## src/rtl/uart_receiver_fsm.sv

```systemverilog
// ---------------------------------------------------------------------------
// uart_receiver_fsm
//
// Oversampling UART receiver. The asynchronous line is synchronized, a start
// bit is qualified by a 2-of-3 majority vote around mid-bit (which rejects short
// glitches), and DATA_WIDTH data bits are recovered LSB first. An optional
// parity bit follows the data, and then the stop bit. Each completed frame
// gives exactly one single-cycle result: either data_valid with a new word on
// parallel_data, or one or both of the error flags.
//
// Ports
//   clk            oversampling clock, `prescale` cycles per bit
//   reset          asynchronous, active-low
//   serial_in      UART line (idles high), asynchronous to clk
//   parity_enable  frame carries a parity bit after the data
//   parity_type    0 = even, 1 = odd
//   prescale       clk cycles per bit (even, >= 8)
//   parallel_data  last correctly received word
//   data_valid     one-cycle pulse: parallel_data was just updated
//   parity_error   one-cycle pulse: parity bit mismatch
//   stop_error     one-cycle pulse: stop bit sampled low
//   busy           a frame is in progress (FSM not idle)
// ---------------------------------------------------------------------------
module uart_receiver_fsm #(
    parameter int DATA_WIDTH     = 8,
    parameter int PRESCALE_WIDTH = 6
) (
    input  logic                      clk,
    input  logic                      reset,
    input  logic                      serial_in,
    input  logic                      parity_enable,
    input  logic                      parity_type,
    input  logic [PRESCALE_WIDTH-1:0] prescale,
    output logic [DATA_WIDTH-1:0]     parallel_data,
    output logic                      data_valid,
    output logic                      parity_error,
    output logic                      stop_error,
    output logic                      busy
);

    localparam int BW = (DATA_WIDTH > 1) ? $clog2(DATA_WIDTH) : 1;
    localparam logic [BW-1:0]             BIT_LAST = BW'(DATA_WIDTH - 1);
    localparam logic [PRESCALE_WIDTH-1:0] P_ONE    = PRESCALE_WIDTH'(1);

    typedef enum logic [2:0] {
        IDLE   = 3'd0,
        START  = 3'd1,
        DATA   = 3'd2,
        PARITY = 3'd3,
        STOP   = 3'd4
    } state_t;

    state_t state, state_nxt;

    // -----------------------------------------------------------------------
    // Line synchronizer. Resets to the idle (high) level so that a reset
    // release does not look like a start edge unless the line really is low.
    // -----------------------------------------------------------------------
    logic sync_meta;
    logic rx;

    always_ff @(posedge clk or negedge reset) begin
        if (!reset) begin
            sync_meta <= 1'b1;
            rx        <= 1'b1;
        end else begin
            sync_meta <= serial_in;
            rx        <= sync_meta;
        end
    end

    // -----------------------------------------------------------------------
    // Frame configuration, frozen for the whole frame at IDLE->START.
    // -----------------------------------------------------------------------
    logic [PRESCALE_WIDTH-1:0] prescale_q;
    logic                      parity_en_q;
    logic                      parity_type_q;

    // -----------------------------------------------------------------------
    // Bit timing. edge_cnt runs 0..prescale-1 inside every bit. The three
    // samples sit around mid-bit; the vote is taken on the third one.
    // -----------------------------------------------------------------------
    logic [PRESCALE_WIDTH-1:0] edge_cnt;
    logic [PRESCALE_WIDTH-1:0] half;
    logic                      at_s0;
    logic                      at_s1;
    logic                      at_dec;
    logic                      at_end;

    assign half   = prescale_q >> 1;
    assign at_s0  = (edge_cnt == half - P_ONE);
    assign at_s1  = (edge_cnt == half);
    assign at_dec = (edge_cnt == half + P_ONE);
    assign at_end = (edge_cnt == prescale_q - P_ONE);

    logic s0;
    logic s1;
    logic maj;

    // The third sample is the live rx value at the decision point.
    assign maj = (s0 & s1) | (s0 & rx) | (s1 & rx);

    logic [BW-1:0]         bit_cnt;
    logic [DATA_WIDTH-1:0] shift_reg;
    logic                  parity_bit;

    // Control strobes from the next-state logic.
    logic start_frame;
    logic shift_en;
    logic bit_adv;
    logic par_store;
    logic frame_done;

    // -----------------------------------------------------------------------
    // FSM state register
    // -----------------------------------------------------------------------
    always_ff @(posedge clk or negedge reset) begin
        if (!reset) state <= IDLE;
        else        state <= state_nxt;
    end

    // -----------------------------------------------------------------------
    // FSM next state and control strobes
    // -----------------------------------------------------------------------
    always_comb begin
        state_nxt   = state;
        start_frame = 1'b0;
        shift_en    = 1'b0;
        bit_adv     = 1'b0;
        par_store   = 1'b0;
        frame_done  = 1'b0;
        case (state)
            IDLE: begin
                if (!rx) begin
                    state_nxt   = START;
                    start_frame = 1'b1;
                end
            end
            START: begin
                // A start bit that votes high was a glitch: drop it silently.
                if (at_dec && maj)  state_nxt = IDLE;
                else if (at_end)    state_nxt = DATA;
            end
            DATA: begin
                if (at_dec) shift_en = 1'b1;
                if (at_end) begin
                    if (bit_cnt == BIT_LAST)
                        state_nxt = parity_en_q ? PARITY : STOP;
                    else
                        bit_adv = 1'b1;
                end
            end
            PARITY: begin
                if (at_dec) par_store = 1'b1;
                if (at_end) state_nxt = STOP;
            end
            STOP: begin
                // Leave at mid stop bit so a slightly fast transmitter, or a
                // back-to-back start bit, is never missed.
                if (at_dec) begin
                    state_nxt  = IDLE;
                    frame_done = 1'b1;
                end
            end
            default: state_nxt = IDLE;
        endcase
    end

    // -----------------------------------------------------------------------
    // Configuration capture
    // -----------------------------------------------------------------------
    always_ff @(posedge clk or negedge reset) begin
        if (!reset) begin
            prescale_q    <= '0;
            parity_en_q   <= 1'b0;
            parity_type_q <= 1'b0;
        end else if (start_frame) begin
            prescale_q    <= prescale;
            parity_en_q   <= parity_enable;
            parity_type_q <= parity_type;
        end
    end

    // -----------------------------------------------------------------------
    // Edge and bit counters. edge_cnt is held at 0 in IDLE so that the first
    // START cycle starts counting from 0.
    // -----------------------------------------------------------------------
    always_ff @(posedge clk or negedge reset) begin
        if (!reset) begin
            edge_cnt <= '0;
        end else if (state == IDLE || state_nxt == IDLE || at_end) begin
            edge_cnt <= '0;
        end else begin
            edge_cnt <= edge_cnt + P_ONE;
        end
    end

    always_ff @(posedge clk or negedge reset) begin
        if (!reset) begin
            bit_cnt <= '0;
        end else if (state != DATA) begin
            bit_cnt <= '0;
        end else if (bit_adv) begin
            bit_cnt <= bit_cnt + BW'(1);
        end
    end

    // -----------------------------------------------------------------------
    // Sampling, shift register and parity bit
    // -----------------------------------------------------------------------
    always_ff @(posedge clk or negedge reset) begin
        if (!reset) begin
            s0 <= 1'b1;
            s1 <= 1'b1;
        end else begin
            if (at_s0) s0 <= rx;
            if (at_s1) s1 <= rx;
        end
    end

    always_ff @(posedge clk or negedge reset) begin
        if (!reset) begin
            shift_reg  <= '0;
            parity_bit <= 1'b0;
        end else begin
            // LSB first: after DATA_WIDTH shifts bit 0 of the frame is bit 0.
            if (shift_en)  shift_reg  <= {maj, shift_reg[DATA_WIDTH-1:1]};
            if (par_store) parity_bit <= maj;
        end
    end

    // -----------------------------------------------------------------------
    // Frame evaluation. The stop bit is the live vote at the STOP decision
    // point; results are registered, giving single-cycle pulses.
    // -----------------------------------------------------------------------
    logic stop_bad;
    logic par_bad;

    assign stop_bad = ~maj;
    assign par_bad  = parity_en_q & (parity_bit != ((^shift_reg) ^ parity_type_q));

    always_ff @(posedge clk or negedge reset) begin
        if (!reset) begin
            parallel_data <= '0;
            data_valid    <= 1'b0;
            parity_error  <= 1'b0;
            stop_error    <= 1'b0;
        end else begin
            data_valid   <= frame_done & ~stop_bad & ~par_bad;
            parity_error <= frame_done & par_bad;
            stop_error   <= frame_done & stop_bad;
            if (frame_done & ~stop_bad & ~par_bad)
                parallel_data <= shift_reg;
        end
    end

    assign busy = (state != IDLE);

endmodule

```

## config.mk

```make
export PLATFORM = sky130hd
export DESIGN_NAME = uart_receiver_fsm
export DESIGN_NICKNAME = d
export VERILOG_FILES = /design/src/rtl/uart_receiver_fsm.sv
export SDC_FILE = /design/constraint.sdc
export NUM_CORES = 1
export LEC_CHECK = 0
export ABC_CLOCK_PERIOD_IN_PS = 3400
export CAP_MARGIN = 10
export CORE_UTILIZATION = 29
export CTS_CLUSTER_SIZE = 30
export DETAILED_ROUTE_END_ITERATION = 8
export GPL_TIMING_DRIVEN = 0
export SETUP_SLACK_MARGIN = 0.15
export SLEW_MARGIN = 10
export SYNTH_ARGS = -nofsm -noshare
export SYNTH_HDL_FRONTEND = slang
export SYNTH_SLANG_ARGS = --single-unit
```

## constraint.sdc

```tcl
create_clock -name clk -period 3.4 [get_ports clk]
set_input_delay 1.02 -clock clk [delete_from_list [all_inputs] [get_ports clk]]
set_output_delay 1.02 -clock clk [all_outputs]
set_load 0.005 [all_outputs]
```

==> impl_metrics.ini <==
[status]
outcome = completed

[logic_synthesis]
synthXorXnorAreaFrac = 0.1203
synthTopCellsByCount = 40 x dfrtp_1, 21 x mux2_2, 17 x xnor2_1
synth_area_per_cell_um2 = 11.63
synth_area_mm2 = 0.002455
synth_top_family_by_area = simple AND/OR/NAND/NOR gates
synthCells = 211
muxShareOfSynthArea = 0.1091
yosys.area_share.simple = 0.1718
synth_ff_type = dfrtp_1
yosysMostFrequentCell = dfrtp_1
synth_top_area_cell = dfrtp_1
synth_edf_count = 0
synthAdderAreaFrac = 0.03976
yosysWarningCount = 0
synth_cell_types = 48
ys_seq_area_frac = 0.4506
synth_nets = 229
ys_top_cells_by_area = dfrtp_1 41%, mux2_2 9.6%, xnor2_1 6.1%
synth_top_area_frac = 0.4077
synth_async_sr_flop_share = 1.000
synth_compound_area_frac = 0.07492
yosys_register_bits = 44

[placed_design]
portBuffers = 22
gp_congestion = 0.7476
dp_hpwl_um = 3416

[cts]
cts_setup_buffers = 0
clk_pin_slew_ps = 90
ctsHoldBuffers = 0
clock_sinks = 44
clk_latency_ps = 300
htreeDepth = 2
clock_tree.buffer_depth = 2
cts_resized = 0
numCtsBuffers = 5
cts-root-buf = clkbuf_8
cts_tree = yes

[worst_setup_path]
critical-path-max-stage-delay_ps = 520
cpMaxStageDelayCell = or4_1
cp_cell_sequence = clkbuf_1 > inv_1 > ha_1 > nor3b_4 > a21o_1 > a2111oi_4 > nand2b_2 > or4_1 > o21ai_1
critPathRequiredTime_ps = 3620
r2r_slack_ps = 630
start_kind = register
path_class = reg -> reg
cp-end-kind = register
critPathArrivalTime_ps = 2990
crit_fanout = 10

[drt]
antenna_left = 0
wl_per_cell_um = 13.13
routed_via_density = 4.640
vias = 1610
routed_wl_um = 4557
dr.first_iter.drc_count = 56
drcViolationCount = 0
firstDrtPassIters = 4

[global_routing]
groute.layer.met3.usage = 0.02184
grt.busiest_layer = met2
grt_max_degree = 24
antenna_found_initial = 0
grt_pass1_vias = 1611
grt_overflow_total = 0
grt_pass1_wl_um = 7817
gr-usage-met2 = 0.1849
track_usage = 0.1162
met1_usage = 0.1565

[hold_path]
worstHoldPathType = reg -> reg

[floorplan]
io_pins = 23
dieArea_mm2 = 0.008837
die_width_um = 94.01
core-area_mm2 = 0.008217
start_util = 0.2988
fp-row-count = 33
fp.dieH_um = 94.01

[timing]
hold_viol = 0
finalCriticalPeriod_ps = 2772
final.setup_skew_ps = 8.350
relSlewSlack = 0.6145
drv_slew = 0
rsz0062_at_grt = no
max_freq_ghz = 0.3608
worst_pin_slew_ps = 574.1
period_share = 0.8152
tns_ps = 0
setup_violations = 0

[power]
powerDensity_mw_per_mm2 = 687.4
power_uw = 2003
cellLeakagePower_uw = 0.001239
vdd_ir_drop_max_mv = 0.1749

[run]
drv_cap = 0

[cells_and_area]
drive_gt1_frac = 0.2314
multiInputGateArea_mm2 = 0.001266
antenna_cells = 0
fin_nets = 259
area.growth.synth_to_final_pct = 18.71
final_util = 0.3547
fillCellCount = 813
regArea_mm2 = 0.001106
## cell families after synthesis
group,count (synthesis)
AND/OR/NAND/NOR,68
AO/OA/AOI/OAI,22
buffers and inverters,15
flip-flops,44
adder cells (fa/ha/maj),8
XOR/XNOR,30
multiplexers,24
## area by class of cell
class	instances	share of cell area
Clock buffer	6	0.02490
Buffer	9	0.02061
Multi-Input combinational cell	152	0.4345
Sequential cell	44	0.3796
Clock inverter	2	0.004294
Timing Repair Buffer	23	0.08330
Tap cell	105	0.04508
Inverter	6	0.007729
## worst paths after layout
| check | cells after the start | end | start |
|---|---|---|---|
| worst max-delay path | 9 | state[1]$_DFF_PN0_ | prescale_q[2]$_DFFE_PN0P_ |
| worst min-delay path | 0 | rx$_DFF_PN1_ | sync_meta$_DFF_PN1_ |
| worst max register to register | 9 | state[1]$_DFF_PN0_ | prescale_q[2]$_DFFE_PN0P_ |
| worst min register to register | 0 | rx$_DFF_PN1_ | sync_meta$_DFF_PN1_ |
| max in group asynchronous | 2 | s0$_DFFE_PN1N_ | reset |
| min in group asynchronous | 1 | parallel_data[0]$_DFFE_PN0P_ | reset |
## stage by stage
| step | setup slack [ps] | cells | hold slack (ps) | cell area (um^2) |
|---|---|---|---|---|
| 2_1_floorplan | 965.2 | 211 | 345.2 | 2455 |
| 3_3_place_gp | 81.17 | 338 | 345.7 | 2806 |
| 3_5_place_dp | 652.5 | 339 | 347.2 | 2829 |
| 4_1_cts | 630.1 | 347 | 362.9 | 2914 |
| 5_1_grt | 452.8 | 347 | 366.6 | 2914 |
| 6_report | 628.3 | 347 | 360.8 | 2914 |
## layout by cell type, fill, tap and decap left out, types with 2 or more instances in the layout
| master | instances |
|---|---|
| a21oi_1 | 3 |
| nand2b_1 | 2 |
| dfstp_2 | 4 |
| and3_1 | 2 |
| mux2i_1 | 2 |
| o31ai_1 | 2 |
| nor2_2 | 2 |
| clkdlybuf4s50_1 | 21 |
| nor2_1 | 11 |
| nand4_2 | 2 |
| nor3b_2 | 2 |
| nand2_1 | 14 |
| nand4b_1 | 2 |
| xnor2_1 | 17 |
| ha_1 | 7 |
| clkbuf_8 | 5 |
| or4_1 | 2 |
| nand3_1 | 7 |
| buf_6 | 3 |
| or3_1 | 3 |
| buf_2 | 4 |
| o21ai_0 | 9 |
| dfrtp_1 | 40 |
| clkbuf_1 | 4 |
| xor2_1 | 11 |
| nor3_1 | 8 |
| inv_1 | 6 |
| a211o_1 | 2 |
| mux2_2 | 21 |
## report_power, final
part,total [uW],internal (uW),switching [uW],leakage [uW]
combinational,941,437,505,0.000620
sequential,734,623,111,0.000577
clock,328,144,184,0.0000412
total,2000,1200,799,0.00124
## routing by layer
layer  vias up  wire length [um]
met3         4               108
met2        14              2150
met1       790              2229
met5         -                 0
met4         0                69
li1        802                 -
## worst max-delay path: cells and delay by family (launching register included)
family,cells,cell delay [ps]
and+or+nand+nor,3,860
buffers and inverters,2,550
AOI/OAI and AO/OA,3,650
adders and majority gates,1,270
DFF,1,360
(Power assumes the default switching activity.)
